File: src/rtl/maxpool_2x2.sv
// Streaming 2x2 stride-2 max-pooling stage for a raster-order pixel stream.
// Even rows park their pairwise maxima in a half-row line buffer; odd rows finish each window.
`timescale 1ns/1ps
module maxpool_2x2 #(
    parameter int unsigned DATA_W     = 8,
    parameter int unsigned IMG_WIDTH  = 8,
    parameter int unsigned IMG_HEIGHT = 8
) (
    input  logic              clk,
    input  logic              rst,
    input  logic              pixel_valid,
    input  logic [DATA_W-1:0] pixel_in,
    output logic              pool_valid,
    output logic [DATA_W-1:0] pool_out,
    output logic              frame_done
);

    localparam int unsigned COL_W    = (IMG_WIDTH  > 2) ? $clog2(IMG_WIDTH)  : 1;
    localparam int unsigned ROW_W    = (IMG_HEIGHT > 2) ? $clog2(IMG_HEIGHT) : 1;
    localparam int unsigned LB_DEPTH = IMG_WIDTH / 2;
    localparam int unsigned IDX_W    = (LB_DEPTH > 1) ? $clog2(LB_DEPTH) : 1;

    logic [COL_W-1:0]  r_col;
    logic [ROW_W-1:0]  r_row;
    logic [DATA_W-1:0] r_h;
    logic [DATA_W-1:0] r_linebuf [LB_DEPTH];

    logic [IDX_W-1:0]  w_idx;
    logic [DATA_W-1:0] w_lb_rd;
    logic [DATA_W-1:0] w_hmax;
    logic [DATA_W-1:0] w_vmax;
    logic              w_last_col;
    logic              w_last_row;

    assign w_idx      = IDX_W'(r_col >> 1);
    assign w_lb_rd    = r_linebuf[w_idx];
    assign w_hmax     = (pixel_in > r_h) ? pixel_in : r_h;
    assign w_vmax     = (w_lb_rd > w_hmax) ? w_lb_rd : w_hmax;
    assign w_last_col = (r_col == COL_W'(IMG_WIDTH - 1));
    assign w_last_row = (r_row == ROW_W'(IMG_HEIGHT - 1));

    // Position counters, horizontal hold and registered window output.
    always_ff @(posedge clk) begin
        if (rst) begin
            r_col      <= '0;
            r_row      <= '0;
            r_h        <= '0;
            pool_valid <= 1'b0;
            pool_out   <= '0;
            frame_done <= 1'b0;
        end else begin
            pool_valid <= 1'b0;
            frame_done <= 1'b0;
            if (pixel_valid) begin
                if (!r_col[0]) begin
                    r_h <= pixel_in;
                end else if (r_row[0]) begin
                    pool_out   <= w_vmax;
                    pool_valid <= 1'b1;
                    frame_done <= w_last_row && w_last_col;
                end

                if (w_last_col) begin
                    r_col <= '0;
                    r_row <= w_last_row ? '0 : r_row + ROW_W'(1);
                end else begin
                    r_col <= r_col + COL_W'(1);
                end
            end
        end
    end

    // Line buffer is always written before read within a frame, so it carries no reset.
    always_ff @(posedge clk) begin
        if (!rst && pixel_valid && r_col[0] && !r_row[0]) begin
            r_linebuf[w_idx] <= w_hmax;
        end
    end

endmodule

File: config.mk
export PLATFORM = sky130hd
export DESIGN_NAME = maxpool_2x2
export DESIGN_NICKNAME = d
export VERILOG_FILES = /design/src/rtl/maxpool_2x2.sv
export SDC_FILE = /design/constraint.sdc
export NUM_CORES = 1
export LEC_CHECK = 0
export CAP_MARGIN = 40
export CORE_MARGIN = 2
export CORE_UTILIZATION = 35
export DETAILED_ROUTE_END_ITERATION = 10
export GPL_TIMING_DRIVEN = 0
export PLACE_DENSITY = 0.62
export REMOVE_ABC_BUFFERS = 1
export SYNTH_ARGS = -nofsm -noshare
export SYNTH_HDL_FRONTEND = slang
export SYNTH_SLANG_ARGS = --single-unit
File: constraint.sdc
create_clock -name clk -period 4.33 [get_ports clk]
set_clock_uncertainty 0.15 [all_clocks]
set_input_delay 1.0825 -clock clk [delete_from_list [all_inputs] [get_ports clk]]
set_output_delay 1.0825 -clock clk [all_outputs]
set_load 0.005 [all_outputs]
# Word level (Yosys, flattened, before mapping)
# Memory sizes are Yosys's and may differ from the RTL's. A register that Yosys moved wholly into a read port is not among the register bits.
# Cells that the tools add are included.
# word_totals
elab_cells	36
memories	1
reg_bits	24
romBits	0
ram_bits	32
input_bits	11
latch_bits	0
output_inout_bits	10
# memory_table
memory	words	word_bits	read_ports	rd_clocked_by_memory_dff	wr	line	rtl
r_linebuf	4	8	1	1	1	26	logic [DATA_W-1:0] r_linebuf [LB_DEPTH];
# classes
bitwise	3
n_shift	0
reduce_logical	11
eq_ne	2
div	0
n_mux	9
addsub	2
n_mul	0
order_cmp	2
# ops
op	count
> comparator 8 bit	2
two-way mux 8 bit	2
adder 3 x 1 -> 3 bit, second input constant	2
== test 3 bit, second input constant	2
two-way mux 3 bit	2
logical AND 1 bit	4
two-way mux 2 bit	2
AND reduction 2 bit	2
OR reduction 4 bit	1
two-way mux 1 bit	3
NOT 1 bit	3
AND reduction 3 bit	1
OR reduction 3 bit	1
zero test 1 bit	2

# Longest topological paths before layout
# logic_depth
word_depth	6
ltp_mapped	16
mapped_depth_nobuf	15

# Least setup slack after synthesis
# No wires, ideal clock.
# synth_path
path_type	input-to-reg
start	input pixel_in[1]
end	register pool_out[0]
setup_slack_ns	0.247
t_arrival_ns	3.818
stages	14
setup_ns	0.116
n_path_buf	1
required_time_ns	4.064
path_cell_list	ha_1 -> nor2b_1 -> o211ai_1 -> a21oi_2 -> o21a_1 -> buf_6 -> o21ai_0 -> inv_1 -> ha_1 -> nand4_1 -> o31a_1 -> a31o_2 -> a32o_1 -> a31o_1
# synth_between
elab_chain_len	4
# synth_rtl
element	line	rtl
start, declared	12	input logic [DATA_W-1:0] pixel_in,
> comparator 8 bit	37	assign w_hmax = (pixel_in > r_h) ? pixel_in : r_h;
two-way mux 8 bit	37	
net w_hmax[3]	30	logic [DATA_W-1:0] w_hmax;
> comparator 8 bit	38	assign w_vmax = (w_lb_rd > w_hmax) ? w_lb_rd : w_hmax;
two-way mux 8 bit	38	
end signal, assigned	58	pool_out <= w_vmax;
end, declared	14	output logic [DATA_W-1:0] pool_out,
# The timed path passes the listed nets, and every way through them passes these cells.
# A chain may end at the register's enable or synchronous reset.

# Worst setup path after layout
# layout_path
start	input pixel_in[5]
end	register pool_out[0]
# layout_between
elab_chain_len	4
# layout_rtl
element	line
> comparator 8 bit *	37
two-way mux 8 bit *	37
net w_hmax[0]	30
> comparator 8 bit	38
two-way mux 8 bit *	38
# The timed path passes the listed nets; every way through them passes the cells marked *.

==> flow_summary.json <==
{
  "syn_area_per_cell_sq_um": 11.9,
  "row_count": 31,
  "ant_nets": 0,
  "peakVddDrop_v": 0.000183,
  "critPathSlowestCell": "clkdlybuf4s50_1",
  "grt_pass1_vias": 1674,
  "clkLatencyLatePin_ps": 340,
  "vias": 1830,
  "critPathRequiredTime_ps": 4410,
  "core-area_sq_mm": 0.00733,
  "h-tree-depth": 3,
  "p_leak_nw": 1.29,
  "ios": 21,
  "cts_root_buf": "clkbuf_8",
  "place_hpwl_microns": 3830,
  "yosysUniqueCellTypes": 37,
  "start_util_pct": 36.5,
  "wl_per_cell_microns": 15.3,
  "synth_area_leader_cell": "edfxtp_1",
  "dp_cells": 339,
  "postSynthCellCount": 226,
  "syn-cell-area_sq_mm": 0.00268,
  "yosysWarnings": 0,
  "portBuffers": 20,
  "synthArstFlopShare_pct": 0,
  "nets": 295,
  "netlist_top_cells_area": "edfxtp_1 36%, dfxtp_1 19%, ha_1 9.3%, mux4_2 6.7%, nand2_1 4.1%",
  "via_per_inst": 4.97,
  "worstSetupPathType": "input port to flop",
  "layout.cells.non_filler": 368,
  "slowest_delay_ps": 470,
  "cap_violations": 0,
  "antenna_found_initial": 0,
  "grt-ovfl-total": 0,
  "cp-end-kind": "flop",
  "whs_ps": 313,
  "max-slew-margin-rel_pct": 40.9,
  "die_area_sq_mm": 0.00837,
  "synth-seq-area-share_pct": 55.3,
  "ctsHoldBuffers": 0,
  "synth-edff-count": 32,
  "fillers": 667,
  "crit_start": "pixel_in[5]",
  "powerDensity_mw_per_mm2": 392,
  "first_pass_iters": 5,
  "cts_buffers": 9,
  "drcViolationCount": 0,
  "period_minus_slack_ps": 4260,
  "status": "complete, no violations",
  "fin_crit_sh_pct": 98.3,
  "fp.dieW_microns": 91.5,
  "hold_viol": 0,
  "num_antenna_cells": 0,
  "wl_microns": 5620,
  "synth_seq_cells": 58,
  "clkTransAtPathRegs_ps": 80,
  "cts_tree": "done",
  "postLayoutCellArea_sq_mm": 0.00336,
  "hold_path.class": "flop to flop",
  "track_usage_pct": 13.9,
  "timing.rr.start": "r_h[1]$_SDFFE_PP0P_",
  "power.total_mw": 1.32,
  "finalSetupViolations": 0,
  "min_from": "r_row[1]$_SDFFE_PP0P_",
  "dpl-instance-area_sq_mm": 0.00297,
  "die_h_microns": 91.5,
  "syn2layout_area_growth_pct": 25.4,
  "cp_max_fo": 6,
  "grt_max_degree": 18,
  "synth_top_area_share_pct": 35.9,
  "clockBufferDepth": 2,
  "grt_pass1_wl_microns": 8820,
  "synth-main-ff-cell": "edfxtp_1",
  "cp_cell_sequence": "clkdlybuf4s50_1, ha_1, nand4_1, or2_4, o21a_4, mux2_4, ha_1, nand4_1, o31a_1, a31o_4, a32o_1, a31o_1",
  "clock-sinks": 58,
  "startpoint_type": "input port",
  "max_freq_mhz": 235,
  "drt-initial-drc-count": 103,
  "place_congestion": 0.818,
  "drv_slew": 0,
  "worstMarginPinSlew_ps": 885,
  "arrival_ps": 4340,
  "drive_above_1_share_pct": 19.3
}
-- path summary, 6_finish.rpt --
path | slack, ps | depth (start not counted) | endpoint
setup / recovery | 70 | 12 | pool_out[0]$_SDFFE_PP0P_
hold / removal | 310 | 2 | r_row[1]$_SDFFE_PP0P_
setup reg to reg | 790 | 16 | pool_out[0]$_SDFFE_PP0P_
hold reg to reg | 310 | 2 | r_row[1]$_SDFFE_PP0P_
-- routing by layer --
metal | vias up | share of wire [%] | track usage [%]
met1 | 878 | 49 | 18.6
met2 | 30 | 45 | 20.8
met4 | 0 | 1.1 | 4.55
li1 | 917 | - | -
met3 | 5 | 4.6 | 5.39
met5 | - | 0 | 0
-- placed cells by master (no fill, tap or decap), types with 2 or more instances in the layout --
master           netlist  final
and3_1                 2      2
inv_1                 18     18
dfxtp_1               26     26
o211ai_1               4      4
mux2i_2                0      3
mux4_2                 8      8
dlymetal6s2s_1         0      3
clkinv_2               0      2
nand4_1                3      3
nor3b_1                2      2
o211a_1                3      3
a21oi_1               19     19
ha_1                  20     19
clkbuf_8               0      9
buf_4                  1     12
a32oi_1                4      4
o21ai_2                0      2
nor3_1                 2      2
edfxtp_1              32     32
clkdlybuf4s50_1        0     17
nand2_1               29     29
o21ai_0               14     12
nor2_1                 8      8
nand3_1                2      2
buf_2                  1      2
mux2i_1                6      3
-- worst max-delay path: cells and delay by family --
| family | cells | cell delay, ps |
|---|---|---|
| AO/OA/AOI/OAI | 5 | 1200 |
| adder cells (fa/ha/maj) | 2 | 610 |
| buffers and inverters | 1 | 470 |
| multiplexers | 1 | 340 |
| AND/OR/NAND/NOR | 3 | 630 |
-- through the flow --
step / TNS [ps] / utilization (%) / setup slack, ps
floorplan: 0 / - / 219
global placement: -5210 / 40.4 / -709
detailed placement: -5710 / 40.5 / -760
CTS: 0 / 44.3 / 10.1
global route: -109 / 45.8 / -41.9
finish: 0 / 45.8 / 73.0
-- cell type report --
cell class / count / area [sq um] / share of cell area (%)
sequential: 58 / 1480 / 44.1
timing repair buffer: 34 / 308 / 9.17
inverter: 18 / 67.6 / 2.01
multi-input combinational: 143 / 1170 / 34.7
clock inverter: 6 / 62.6 / 1.86
tap: 99 / 124 / 3.69
clock buffer: 10 / 149 / 4.43
-- report_power, final --
part | switching (mW) | leakage (nW) | internal (mW)
sequential | 0.00951 | 0.502 | 0.596
combinational | 0.103 | 0.681 | 0.0880
clock | 0.221 | 0.108 | 0.299
total | 0.333 | 1.29 | 0.984
-- cell usage after synthesis, drive strengths merged (3+ instances only) --
library cell / n
a21oi: 20
a32oi: 4
buf: 3
clkbuf: 5
dfxtp: 26
edfxtp: 32
ha: 20
inv: 18
mux2i: 6
mux4: 8
nand2: 29
nand4: 3
nor2: 8
o211a: 3
o211ai: 4
o21ai: 16
-- what timing repair did --
item | CTS | global route
gates cloned | 1 | 0
resized for setup | 8 | 11
setup endpoints to repair | 8 | 8
pin swaps | 1 | 7
buffers inserted | 3 | 9
-- flip-flops by register name, indices dropped and copies added (netlist names), named ones only --
signal      flops
pool_out        8
r_linebuf      32
r_row           3
r_h             8
r_col           3
pool_valid      1
frame_done      1
-- logic make-up (layout without fill, tap and decap cells) --
family	after synthesis	in the layout	synth area share, %
buffers and inverters	26	68	4.11
flip-flops	58	58	55.3
AO/OA/AOI/OAI	55	56	13.0
adder cells (fa/ha/maj)	20	20	9.34
multiplexers	15	15	9.53
AND/OR/NAND/NOR	52	52	8.69
Power figures use the tool's default switching activity.
==> patch 1: new RTL, same flow settings <==
`IMG_HEIGHT`: 8 -> 16.
--- a/src/rtl/maxpool_2x2.sv
+++ b/src/rtl/maxpool_2x2.sv
@@ -5,5 +5,5 @@
     parameter int unsigned DATA_W     = 8,
     parameter int unsigned IMG_WIDTH  = 8,
-    parameter int unsigned IMG_HEIGHT = 8
+    parameter int unsigned IMG_HEIGHT = 16
 ) (
     input  logic              clk,
Formal check against the unedited RTL: no difference found for any inputs over 10 cycles, from zero or initial values and one cycle with rst high; that may be too few to reach the edited logic, so the function may still have changed.
==> patch 1 against the unedited design <==
  * Cell area decreased by 1.7%
  * Clock power about the same
  * Area after synthesis increased by 0.23%
  * Register-to-register slack improved by 0.08 ns
  * Global-route usage decreased by 0.93 points
  * Sequential cell count increased by 1
  * First-iteration DRC count decreased by 12%
  * Power decreased by 1.8%
  * Sequential power increased by 2%
  * Highest routed layer unchanged
  * Wire length decreased by 5.9%
  * Largest power group unchanged
  * Hold slack improved by 0.0094 ns
  * Setup slack improved by 0.096 ns
  * Synthesized cell count decreased by 3.5%
  * Non-clock buffer count decreased by 9
==> patch 1: results (changes against the unedited design) <==
Run status
  – Outcome: finished clean (unchanged)

Layout
  – Layout Nets: 276 (was 295)
  – Fraction of layout cells with a size suffix above 1: 17.53% (was 19.33%)
  – Fill cells: 657 (was 667)

Synthesis
  – Top cell types by occurrence after synthesis: edfxtp_1 (32), dfxtp_1 (27), nand2_1 (21) (was edfxtp_1 (32), nand2_1 (29), dfxtp_1 (26))
  – Seq/Total Area, Yosys: 55.92% (was 55.30%)
  – Number of distinct library cell variants in the gate-level netlist after synthesis: 36 (was 37)
  – Cells taking the most area after synthesis: edfxtp_1 (36%), dfxtp_1 (20%), ha_1 (8.9%) (was edfxtp_1 (36%), dfxtp_1 (19%), ha_1 (9.3%))

Pwr
  – Maximum vdd drop: 0.0001988 V (was 0.0001832 V)
  – Net switching power: 314.6 uW (was 333.4 uW)
  – Leakage power of the design: 1.236 nW (was 1.291 nW)

Route
  – Length of the first detailed-routing pass in iterations: 4 (was 5)
  – Avg Vias per Cell: 5.069 (was 4.973)
  – Number of DRC markers after the initial detailed-route iteration: 91 (was 103)
  – Detailed Route WL: 5289 um (was 5618 um)

Critical path
  – Critical path fanouts, max: 10 (was 6)
  – Number of cells on the worst reg-to-reg path: 15 (was 16)
  – Data arrival time of the worst path: 4.24 ns (was 4.34 ns)
  – Minimum setup slack among reg-to-reg paths: 0.87 ns (was 0.79 ns)

Place
  – Detailed Place HPWL: 3812 um (was 3832 um)
  – Worst Setup Slack post-DPL: -0.5159 ns (was -0.7603 ns)
  – Placer congestion estimate: 0.7703 (was 0.8181)

GRT
  – Global-route wire length before repair: 8259 um (was 8818 um)
  – Overall routing resource usage: 13.01% (was 13.94%)
  – Pin count of the biggest net entering global routing: 19 (was 18)
  – Number of global-route vias before repair: 1,665 (was 1,674)

Clock network
  – Maximum buffer depth of the clock tree: 2 (unchanged)

STA
  – Worst hold-check slack: 0.3225 ns (was 0.3131 ns)
  – Total negative slack: 0 ns (unchanged)
  – Final min period: 4.161 ns (was 4.257 ns)
  – Pin slew with the least headroom to its limit: 0.7880 ns (was 0.8849 ns)
[patch 1: logic make-up after synthesis]
logic type,count (synthesis),share of synthesized area (%)
multiplexers,18,10.62
flip-flops,59,55.92
AND/OR/NAND/NOR,52,9.646
adder cells (fa/ha/maj),19,8.854
XOR/XNOR,1,0.3262
AO/OA/AOI/OAI,43,10.86
buffers and inverters,26,3.774
[patch 1: worst max-delay path, cell delays in order]
cell             delay, ns
clkdlybuf4s50_1       0.51
inv_1                 0.06
ha_1                  0.20
nor2b_2               0.12
o211ai_2              0.09
a21oi_2               0.17
o22ai_4               0.08
buf_4                 0.16
mux2i_4               0.19
ha_1                  0.31
nor2b_1               0.14
o211ai_1              0.16
a21oi_1               0.10
o32a_4                0.42
and3_1                0.18
a221o_1               0.25
[patch 1: per-stage QoR]
step	instance area (um^2)	total power, mW	std cells
floorplan	2651	0.7189	210
global placement	2975	0.7587	329
detailed placement	2985	0.7627	331
CTS	3219	1.287	350
global route	3302	1.349	350
finish	3302	1.293	350
[patch 1: timing repair]
| item | CTS | global route |
|---|---|---|
| pin swaps | 1 | 1 |
| endpoints found under the setup margin | 8 | 8 |
| gates resized for setup | 1 | 15 |
| setup buffers | 3 | 0 |
[patch 1: cell type report]
class | instances | area share [%]
Timing Repair Buffer | 25 | 7.200
Inverter | 18 | 2.046
Clock buffer | 10 | 4.509
Tap cell | 99 | 3.751
Sequential cell | 59 | 45.47
Clock inverter | 6 | 1.781
Multi-Input combinational cell | 133 | 35.24
[patch 1: power by group through the flow]
stage	clock [mW]	sequential (mW)	combinational (mW)
6_report	0.520	0.616	0.158
5_1_grt	0.556	0.617	0.176
4_1_cts	0.529	0.616	0.143
3_5_place_dp	0	0.628	0.135
3_3_place_gp	0	0.627	0.131
2_1_floorplan	0	0.625	0.0941
[patch 1: final timing paths]
kind	to	start
setup / recovery	pool_out[0]	pixel_in[0]
hold / removal	r_h[5]	r_h[5]
setup reg to reg	pool_out[0]	r_h[1]
hold reg to reg	r_h[5]	r_h[5]
[patch 1: layer usage]
metal  track usage (%)  wire, um  vias to the layer above
met4             3.030        51                        0
met5                 0         0                        -
met1             17.27      2501                      860
li1                  -         -                      872
met2             19.67      2514                       36
met3             5.560       222                        6
==> patch 2: new RTL, same settings <==
Without the edit above. Register the output `frame_done` once more, cleared by the reset; this adds one clock of latency there. The other outputs are not delayed to match.
--- a/src/rtl/maxpool_2x2.sv
+++ b/src/rtl/maxpool_2x2.sv
@@ -20,4 +20,6 @@
     localparam int unsigned LB_DEPTH = IMG_WIDTH / 2;
     localparam int unsigned IDX_W    = (LB_DEPTH > 1) ? $clog2(LB_DEPTH) : 1;
+
+    logic frame_done_s0;
 
     logic [COL_W-1:0]  r_col;
@@ -48,8 +50,8 @@
             pool_valid <= 1'b0;
             pool_out   <= '0;
-            frame_done <= 1'b0;
+            frame_done_s0 <= 1'b0;
         end else begin
             pool_valid <= 1'b0;
-            frame_done <= 1'b0;
+            frame_done_s0 <= 1'b0;
             if (pixel_valid) begin
                 if (!r_col[0]) begin
@@ -58,5 +60,5 @@
                     pool_out   <= w_vmax;
                     pool_valid <= 1'b1;
-                    frame_done <= w_last_row && w_last_col;
+                    frame_done_s0 <= w_last_row && w_last_col;
                 end
 
@@ -78,4 +80,12 @@
     end
 
+    always_ff @(posedge clk) begin
+        if (rst) begin
+            frame_done <= '0;
+        end else begin
+            frame_done <= frame_done_s0;
+        end
+    end
+
 endmodule
 
Behaviour: no difference found for any inputs over 10 cycles, from zero or initial values and one cycle with rst high; that may be too few to reach the edited logic, so the function may still have changed.
==> patch 2 against the unedited design <==
  * Critical path depth did not move
  * Sequential cell count up 1
  * Wire length shrank 2.5%
  * Power shrank 2.3%
  * Sequential power grew 2%
  * Maximum frequency grew 1.4%
  * Non-clock buffer count down 6
  * Setup slack improved by 0.057 ns
  * Cell area down 1.4%
  * Area after synthesis rose by 0.98%
  * First-iteration DRC count down 19%
  * Sequential share of layout area rose by 1.2 points
==> patch 2: results (changes against the unedited design) <==
Synthesis
  – Top cell types by occurrence after synthesis: edfxtp_1 (32), nand2_1 (29), dfxtp_1 (27) (was edfxtp_1 (32), nand2_1 (29), dfxtp_1 (26))
  – Proportion of synthesized flip-flops having asynchronous set or reset: 0% (unchanged)
  – Seq/Total Area, Yosys: 55.50% (was 55.30%)
  – Number of distinct library cell variants in the gate-level netlist after synthesis: 38 (was 37)
  – Cells taking the most area after synthesis: edfxtp_1 (36%), dfxtp_1 (20%), ha_1 (9.3%) (was edfxtp_1 (36%), dfxtp_1 (19%), ha_1 (9.3%))

Worst hold path
  – Hold Crit Endpoint: frame_done (was r_row[1])
  – Worst Hold Path Cells: 1 (was 2)
  – Min-Delay Startpoint: frame_done_s0 (was r_row[1])

Pwr
  – Leakage power of the design: 1.241 nW (was 1.291 nW)
  – Clock network power share: 38.7% (was 39.5%)
  – Maximum vdd drop: 0.0001666 V (was 0.0001832 V)
  – Net switching power: 308.3 uW (was 333.4 uW)
  – Sequential share of power: 47.8% (was 46.0%)

GRT
  – Overall routing resource usage: 14.06% (was 13.94%)
  – Number of global-route vias before repair: 1,813 (was 1,674)
  – Pin count of the biggest net entering global routing: 19 (was 18)
  – Global-route wire length before repair: 8873 um (was 8818 um)

STA
  – Worst relative slew slack: 42.29% (was 40.88%)
  – Worst hold-check slack: 0.2892 ns (was 0.3131 ns)

Critical path
  – Number of cells on the worst reg-to-reg path: 15 (was 16)
  – Worst Setup SP: pixel_in[7] (was pixel_in[5])
  – Minimum setup slack among reg-to-reg paths: 0.89 ns (was 0.79 ns)

Place
  – Worst Setup Slack post-DPL: -0.7538 ns (was -0.7603 ns)
  – Detailed Place HPWL: 3836 um (was 3832 um)
  – Placed Instance Area: 0.003000 mm^2 (was 0.002970 mm^2)
  – # placed instances: 344 (was 339)
  – Placer congestion estimate: 0.7729 (was 0.8181)

Route
  – Length of the first detailed-routing pass in iterations: 4 (was 5)
  – Number of DRC markers after the initial detailed-route iteration: 83 (was 103)
  – Wire length per cell after detailed routing: 14.92 um (was 15.27 um)

Clock network
  – Register clock-pin slew on the reported worst setup and hold paths: 0.06 ns (was 0.08 ns)
  – Number of buffers added by the clock tree synthesis step: 9 (unchanged)

Layout
  – Fraction of layout cells with a size suffix above 1: 16.60% (was 19.33%)
  – Layout Nets: 291 (was 295)

Run status
  – Outcome: finished clean (unchanged)
-- patch 2: final cells by class --
| class | count | area [um^2] |
|---|---|---|
| Inverter | 18 | 67.56 |
| Tap cell | 102 | 127.6 |
| Fill cell | 729 | 4297 |
| Clock inverter | 2 | 35.03 |
| Clock buffer | 14 | 162.7 |
| Timing Repair Buffer | 28 | 257.7 |
| Multi-Input combinational cell | 144 | 1159 |
| Sequential cell | 59 | 1501 |
-- patch 2: routing by layer --
layer / share of wire [%] / up-vias / global-route usage, %
met5: 0 / - / 0
met4: 1.9 / 0 / 7.960
met3: 5.7 / 8 / 3.944
met2: 46 / 52 / 20.59
met1: 46 / 875 / 18.71
li1: - / 911 / -
-- patch 2: cells by family (layout without fill, tap and decap cells) --
kind of cell               count (synthesis)  count (layout)  synth area share [%]
buffers and inverters                     26              62                 4.070
AOI/OAI and AO/OA                         55              56                 12.91
and+or+nand+nor                           53              53                 8.834
DFF                                       59              59                 55.50
muxes                                     15              15                 9.436
adders and majority gates                 20              20                 9.251
